## src/rtl/decode_stage.sv

```systemverilog
// -----------------------------------------------------------------------------
// decode_stage
//
// Instruction-decode stage with an integrated register file. It captures an
// instruction word from fetch, reads its operands (with same-cycle write-back
// bypass), and presents op/a/b/imm/dest/dest_wr from one output register.
// A busy bit per register tracks writes that are still in flight. An
// instruction whose sources, or whose destination, are still pending is held
// back (RAW/WAW hazard).
//
// Handshake: a transfer happens on a rising clock edge where valid and ready
// are both high. in_valid/in_ready move ir_i into the stage. out_valid/out_ready
// move the output register into execute. A producer must not drop valid or
// change its payload until the transfer. Ready may depend combinationally on
// valid and on the payload (in_ready depends on ir_i through the hazard check).
//
// Ports:
//   clk, rst_n            clock, asynchronous active-low reset
//   in_valid, in_ready    fetch-side handshake
//   ir_i[31:0]            instruction: op[31:26] Ri[25:21] Rj[20:16] Rk[15:11]
//   out_valid, out_ready  execute-side handshake
//   op, a, b, imm         decoded opcode and operands
//   dest, dest_wr         destination register and its write flag
//   wb_en, wb_addr, wb_data  register write-back port
// -----------------------------------------------------------------------------
module decode_stage #(
   parameter int  DATA_W   = 32,
   parameter int  NREG     = 32,
   parameter int  ZERO_REG = 1,
   parameter int  SEXT_IMM = 0,
   localparam int AW       = $clog2(NREG)
) (
   input  logic              clk,
   input  logic              rst_n,
   input  logic              in_valid,
   output logic              in_ready,
   input  logic [31:0]       ir_i,
   output logic              out_valid,
   input  logic              out_ready,
   output logic [5:0]        op,
   output logic [DATA_W-1:0] a,
   output logic [DATA_W-1:0] b,
   output logic [DATA_W-1:0] imm,
   output logic [AW-1:0]     dest,
   output logic              dest_wr,
   input  logic              wb_en,
   input  logic [AW-1:0]     wb_addr,
   input  logic [DATA_W-1:0] wb_data
);

   localparam bit ZERO_EN = (ZERO_REG != 0);
   localparam bit SEXT_EN = (SEXT_IMM != 0);

   // ---------------------------------------------------------------- state
   logic [DATA_W-1:0] regs [NREG];
   logic [NREG-1:0]   busy;
   logic [NREG-1:0]   busy_n;

   // ---------------------------------------------------------------- decode
   logic [5:0]    op_d;
   logic [AW-1:0] ri, rj, rk;
   logic          is_alu, is_ld, is_st, is_beq, is_jmp;
   logic          rd_ri, rd_rj, rd_rk, wr_ri;

   assign op_d = ir_i[31:26];
   assign ri   = ir_i[21 +: AW];
   assign rj   = ir_i[16 +: AW];
   assign rk   = ir_i[11 +: AW];

   assign is_alu = (op_d[5:4] == 2'b00);
   assign is_ld  = (op_d[5:4] == 2'b01) && !op_d[0];
   assign is_st  = (op_d[5:4] == 2'b01) &&  op_d[0];
   assign is_beq = (op_d == 6'b100000);
   assign is_jmp = (op_d == 6'b100001);

   assign rd_ri = is_st || is_beq;
   assign rd_rj = !is_jmp;
   assign rd_rk = is_alu;
   assign wr_ri = is_alu || is_ld;

   // ---------------------------------------------------------- read ports
   // Port 0 = Ri, 1 = Rj, 2 = Rk. Each read sees write-back data in the same
   // cycle, and a register being written back this cycle no longer counts as
   // busy, so a stalled reader is released in the write-back cycle itself.
   logic [AW-1:0]     rd_addr [3];
   logic [DATA_W-1:0] rd_val  [3];
   logic [2:0]        rd_busy;
   logic [2:0]        rd_used;

   assign rd_addr[0] = ri;
   assign rd_addr[1] = rj;
   assign rd_addr[2] = rk;

   for (genvar p = 0; p < 3; p++) begin : g_rd
      logic is_zero;
      logic wb_hit;
      assign is_zero    = ZERO_EN && (rd_addr[p] == '0);
      assign wb_hit     = wb_en && (wb_addr == rd_addr[p]);
      assign rd_val[p]  = is_zero ? '0 : (wb_hit ? wb_data : regs[rd_addr[p]]);
      assign rd_busy[p] = busy[rd_addr[p]] && !wb_hit;
   end

   // Ri is checked both when it is a source and when it is the destination
   // (the latter catches WAW).
   assign rd_used = {rd_rk, rd_rj, rd_ri || wr_ri};

   logic hazard;
   logic accept;

   assign hazard   = |(rd_used & rd_busy);
   assign in_ready = (!out_valid || out_ready) && !hazard;
   assign accept   = in_valid && in_ready;

   // ------------------------------------------------------------ operands
   logic [DATA_W-1:0] a_n, b_n, imm_n;
   logic              sext_bit;

   assign a_n = is_jmp ? '0 : (is_beq ? (rd_val[0] ^ rd_val[1]) : rd_val[1]);
   assign b_n = is_alu ? rd_val[2] : rd_val[0];

   // JMP takes a 26-bit zero-extended target. Everything else takes ir[15:0],
   // extended by sign or zero. Built bit by bit so any DATA_W truncates cleanly.
   assign sext_bit = SEXT_EN && ir_i[15];

   for (genvar gi = 0; gi < DATA_W; gi++) begin : g_imm
      if (gi < 16) begin : g_lo
         assign imm_n[gi] = ir_i[gi];
      end else if (gi < 26) begin : g_mid
         assign imm_n[gi] = is_jmp ? ir_i[gi] : sext_bit;
      end else begin : g_hi
         assign imm_n[gi] = is_jmp ? 1'b0 : sext_bit;
      end
   end

   // ---------------------------------------------------------- scoreboard
   // Clear from write-back first, then set from accept, so a set and a clear
   // of the same register in one cycle leave it busy.
   always_comb begin
      busy_n = busy;
      if (wb_en) begin
         busy_n[wb_addr] = 1'b0;
      end
      if (accept && wr_ri && !(ZERO_EN && (ri == '0))) begin
         busy_n[ri] = 1'b1;
      end
   end

   always_ff @(posedge clk or negedge rst_n) begin
      if (!rst_n) begin
         busy <= '0;
      end else begin
         busy <= busy_n;
      end
   end

   // ------------------------------------------------------- register file
   logic wb_wr;
   assign wb_wr = wb_en && !(ZERO_EN && (wb_addr == '0));

   always_ff @(posedge clk or negedge rst_n) begin
      if (!rst_n) begin
         for (int i = 0; i < NREG; i++) begin
            regs[i] <= '0;
         end
      end else if (wb_wr) begin
         regs[wb_addr] <= wb_data;
      end
   end

   // ----------------------------------------------------- output register
   // Operands are captured at accept time, so later write-backs to the
   // source registers cannot disturb an instruction held under backpressure.
   always_ff @(posedge clk or negedge rst_n) begin
      if (!rst_n) begin
         out_valid <= 1'b0;
         op        <= '0;
         a         <= '0;
         b         <= '0;
         imm       <= '0;
         dest      <= '0;
         dest_wr   <= 1'b0;
      end else if (accept) begin
         out_valid <= 1'b1;
         op        <= op_d;
         a         <= a_n;
         b         <= b_n;
         imm       <= imm_n;
         dest      <= ri;
         dest_wr   <= wr_ri;
      end else if (out_ready) begin
         out_valid <= 1'b0;
      end
   end

endmodule
```

## config.mk

```make
export PLATFORM = sky130hd
export DESIGN_NAME = decode_stage
export DESIGN_NICKNAME = d
export VERILOG_FILES = /design/src/rtl/decode_stage.sv
export SDC_FILE = /design/constraint.sdc
export NUM_CORES = 2
export LEC_CHECK = 0
export BUFFER_PORTS_ARGS = -buffer_cell sky130_fd_sc_hd__buf_2
export CORE_ASPECT_RATIO = 1.5
export CORE_UTILIZATION = 45
export CTS_BUF_LIST = sky130_fd_sc_hd__clkbuf_8
export CTS_CLUSTER_DIAMETER = 200
export DETAILED_ROUTE_END_ITERATION = 8
export PLACE_DENSITY = 0.6
export SYNTH_ARGS = -nofsm -noshare
export SYNTH_HDL_FRONTEND = slang
export SYNTH_SLANG_ARGS = --single-unit
```

## constraint.sdc

```tcl
create_clock -name clk -period 3.8 [get_ports clk]
set_input_delay 0.76 -clock clk [delete_from_list [all_inputs] [get_ports clk]]
set_output_delay 0.76 -clock clk [all_outputs]
set_load 0.01 [all_outputs]
```

After elaboration in Yosys (flattened, before gate mapping). Cells that the tools add are included.

Equality and inequality tests: 6. Bitwise logic cells: 9. Order comparisons: 11. Multiplexer cells: 45. Reductions and logical operators: 36.

Operator list (number): bitwise mux 1024 bit (1); 2-to-1 mux 32 bit (18); binary-select mux 32 bit (select 5 bit) (3); demux 32 bit (select 5 bit) (1); bitwise AND 32 bit (1); NOT 32 bit (1); bitwise OR 32 bit (1); bitwise XOR 32 bit (1); >= comparator 6 bit, second input constant (4); < comparator 5 x 6 -> 1 bit, second input constant (4); NOT 5 -> 6 bit (4); zero test 5 bit (4); 2-to-1 mux 1 bit (17); logical AND 1 bit (16); binary-select mux 1 bit (select 5 bit) (3); == test 5 bit (3); == test 6 bit, second input constant (2); demux 1 bit (select 5 bit) (2); >= comparator 5 x 1 -> 1 bit, second input constant (2); zero test 1 bit (9); < comparator 6 x 1 -> 1 bit, second input constant (1); logical OR 1 bit (4); bitwise AND 3 bit (1); OR reduction 3 bit (1); 3 further kinds (3).

Register bits after elaboration: 1159. Input port bits: 74. Output and inout bits: 110.

Logic depth before layout (Yosys ltp).
Word-level depth: 12. Gate-level depth with buffers: 13. Gate-level depth less buffers: 7.

Least setup slack after synthesis. OpenSTA, ideal clock, no wires.

Path kind: input to register. Start: input ir_i[11]. End: register b[22]. Stages on the path: 10. Setup time: 0.125 ns. Required time: 3.675 ns. Buffers on the path: 3. Data arrival time: 3.178 ns. Path slack: 0.497 ns. Cells stage by stage: buf_6 > buf_6 > clkbuf_1 > mux4_2 > mux4_2 > mux2i_1 > nand2_1 > o21ai_0 > o22ai_1 > mux2_4.

Cells in the longest elaborated chain, start to end: 9. Elaborated cells on any way between the ends: 19.

Ends and longest elaborated chain: start: declaration (RTL line 37) `input logic [31:0] ir_i,`; branches (longest 9 deep; another with binary-select mux 32 bit (select 5 bit)); end signal: assignment (RTL line 186) `b <= b_n;`; end: declaration (RTL line 42) `output logic [DATA_W-1:0] b,`.

Several ways; the timed one is not identified. The select of a mux whose other input is x is not followed. A chain may end at the register's enable or synchronous reset.

Worst setup path in the final report.
Start: register busy[3]. End: output in_ready.

Cells in the longest elaborated chain, start to end: 7. Elaborated cells on any way between the ends: 13.

Ends and longest elaborated chain: start: declaration (RTL line 56) `logic [NREG-1:0] busy;`; start signal: assignment (RTL line 152) `busy <= busy_n;`; binary-select mux 1 bit (select 5 bit) (RTL line 100) `assign rd_busy[p] = busy[rd_addr[p]] && !wb_hit;`; 2-to-1 mux 1 bit (not written as such) (RTL line 100); logical AND 1 bit (RTL line 100); bitwise AND 3 bit * (RTL line 110) `assign hazard = |(rd_used & rd_busy);`; OR reduction 3 bit * (RTL line 110); zero test 1 bit * (RTL line 111) `assign in_ready = (!out_valid || out_ready) && !hazard;`; logical AND 1 bit * (RTL line 111); end: declaration (RTL line 36) `output logic in_ready,`.

Every way passes the cells marked *; elsewhere a longest branch is shown, timed or not. The select of a mux whose other input is x is not followed.

==> metrics.md <==
| Metric | Value |
|---|---|
| Status | finished clean |
| Worst IR Drop VDD | approximately 0.00031 V |
| Initial DRC count | 5079 |
| Via count | 47800 |
| Initial antenna violation count | 19 |
| CTS Buffer Depth | 3 |
| Root buffer cell | clkbuf_8 |
| Fin. max-slew vios | 0 |
| Crit. End Element | output pin |
| Final worst path period need | around 3.6 ns |
| Worst rel slew slack | 0.224 |
| Width of the die | around 320 um |
| Remaining antenna violation count | 0 |
| Setup TNS | 0 ns |
| Count of input and output buffers | approximately 180 |
| Router iterations before antenna repair | 6 |
| Final hold violations | 0 |
| Vias in the first global route | between 40000 and 50000 |
| Netlist Area Pre-Place | roughly 69000 um2 |
| Worst Path Arrival | 2.83 ns |
| Post-detail-place hpwl | about 150000 um |
| Largest family of logic cells by synthesized area | multiplexers |
| Clk_lat worst skew | between 0.9 and 1 ns |
| CTS resizes | 0 |
| Vias per cell | ~7.0 |
| Post-synthesis xor/xnor area fraction | 0.00595 |
| Final instance area | about 78000 um2 |
| Startpoint Class | register |
| Cell count after synthesis | ~4500 |
| # setup viols final | 0 |
| Worst EP required | between 3 and 4 ns |
| CTS H-tree lvls | 4 |
| Asr flop ratio synth | 1.00 |
| Crit Path Class | reg -> out |
| Synth-to-layout area growth | 12.4% |
| Netlist cell types | just over 60 |
| F_max | around 280 MHz |
| Worst hold path type | in -> reg |
| Setup repair bufs after CTS | 0 |
| Die Y | approximately 480 um |
| R2R setup slack | 1.00 ns |
| Placed instance area | roughly 74000 um2 |
| Pwr/cell area | approximately 500 nW/um2 |
| CTS sink count | 1159 |
| Synth Register Bits | 1159 |
| Worst Skew | between 0.05 and 0.06 ns |
| Largest net degree at the start of global routing | 113 |
| Seq/Total Area, Yosys | 0.419 |
| Compound-Gate Fraction of Synth Area | 0.0555 |
| # rows | approximately 180 |
| Ys Warns | 0 |
| Routability Congestion | approximately 0.86 |
| First-pass GRT wire length | approximately 360000 um |
| Max cap viols | 0 |
| # IOs | 184 |
| Drt wl/cell | ~37 um |
| LEAKAGE | 0.0327 uW |
| Slew @ Worst Pin | about 1.2 ns |
| CTS clk-pin slew, worst paths | 0.07 ns |
| CP max FO | 8 |
| Final Routed Wirelength | between 200000 and 300000 um |
| Core ar. | between 150000 and 200000 um2 |
| Fin crit share | 0.944 |
| Adder-cell share of the synthesized area | 0 |
| Die ar. | around 160000 um2 |
| Global-route usage over all layers | 0.329 |
| DRC violations left | 0 |
| CTS tree | built |
| Grt ovf | 0 |
| RSZ-0062 raised after global routing | no |
| Mux cell area share after synthesis | 0.464 |
| Post-synth top flop | dfrtp_1 |
| Mean Syn Cell Area | 15.2 um2 |
| Initial core utilization | 0.455 |
| Post-synthesis simple-gate area fraction | 0.0179 |
| Net count, final | 4699 |
| EDFF count, synth | 0 |
| Ratio of cells with drive above 1 in the final layout | 0.572 |
| Num CTS Buffers | between 150 and 200 |
-- stage by stage --
step                hold slack [ns]   util  power, uW  setup slack (ns)  cells
CTS                         0.00214  0.511      38300             0.169   6801
global route                 0.0293  0.511      39800            0.0932   6802
detailed placement            0.404  0.486      27200             0.238   6474
global placement              0.398  0.486      26900             0.283   6474
finish                       0.0838  0.511      38200             0.212   6807
floorplan                     0.458      -      23700             0.497   4549
-- report_power, final --
part / internal, uW / switching, uW / total, uW
clock: 5780 / 5300 / 11100
combinational: 5950 / 3840 / 9790
sequential: 14800 / 2540 / 17300
-- cell usage after synthesis, types with 3 or more instances --
cell type	n	area (um2)
a21boi_1	3	22.5
o221ai_1	8	70.1
mux2i_1	70	701
or2_2	4	25.0
mux2_1	3	33.8
and3_1	3	18.8
dfrtp_1	1159	29000
and3b_1	4	35.0
buf_1	79	297
nor2b_1	21	131
nand3b_1	10	75.1
xnor2_1	15	131
nand2b_1	3	18.8
mux2_2	1043	11700
buf_6	15	169
nand4_1	34	213
buf_2	103	515
buf_4	29	218
o21ai_1	12	60.1
mux2_4	35	526
inv_1	18	67.6
nor3b_1	6	45.0
nand3_1	10	50.1
and2_1	3	18.8
a211oi_2	14	175
o22ai_1	43	269
mux4_2	849	19100
a211oi_1	13	97.6
a221oi_1	35	307
a21oi_1	34	170
a22oi_1	137	1030
clkbuf_1	328	1230
a32o_1	31	310
xor2_1	32	280
o211ai_1	33	248
nor2_1	42	158
o21ai_0	79	395
a22o_1	64	561
nor3_1	21	105
nor4_1	5	31.3
nand2_1	68	255
buf_8	3	45.0
-- flip-flops by register name, indices dropped and copies added, names as in the netlist --
| signal | cells |
|---|---|
| a | 32 |
| b | 32 |
| busy | 32 |
| dest | 5 |
| dest_wr | 1 |
| imm | 26 |
| op | 6 |
| out_valid | 1 |
| regs | 1024 |
-- per-layer routing --
| layer | GRT usage | share of wire |
|---|---|---|
| met1 | 0.422 | 0.37 |
| met2 | 0.519 | 0.47 |
| met3 | 0.0791 | 0.092 |
| met4 | 0.174 | 0.059 |
| met5 | 0 | 0.00058 |
-- path summary, 6_finish.rpt --
path	from	end	depth (start not counted)
max	busy[3]	in_ready	6
max reg2reg	busy[9]	busy[19]	9
max in group asynchronous	rst_n	regs[215]	3
min in group asynchronous	rst_n	regs[747]	2
min	ir_i[9]	imm[9]	2
min reg2reg	regs[1003]	regs[1003]	0
-- what timing repair did --
action                                  CTS  global route
endpoints found under the setup margin    0             0
hold endpoints to repair                 48             0
hold buffers                              2             0
-- cell type report --
| cell class | instances | area, um2 |
|---|---|---|
| Clock buffer | 227 | 3120 |
| Timing Repair Buffer | 451 | 4380 |
| Sequential cell | 1159 | 29000 |
| Multi-Input combinational cell | 2813 | 38000 |
| Tap cell | 2035 | 2550 |
| Clock inverter | 98 | 601 |
| Antenna cell | 6 | 15.0 |
| Inverter | 18 | 67.6 |
| Fill cell | 12800 | 74400 |
-- cells by family after synthesis --
kind of cell,count (synthesis)
other cells,1
buf+inv,577
mux,2000
compound gates,519
simple gates,241
xor+xnor,47
flops,1159
-- cells in the final DEF, fill, tap and decap left out, types with 52 or more instances in the layout --
master and instances:
mux4_2 849, dfrtp_1 1159, a22oi_1 137, buf_4 168
o21ai_0 78, a22o_1 64, mux2_2 1043, inv_1 71
clkbuf_8 228, buf_2 165, mux2i_1 70, buf_12 108
nand2_1 52
-- critical path, stage by stage, from the launching register on --
cell	delay, ns
dfrtp_1	0.43
mux2i_1	0.11
mux4_2	0.48
a311oi_1	0.30
a32o_2	0.36
nor2_1	0.08
buf_2	0.14
(Power assumes the default switching activity.)
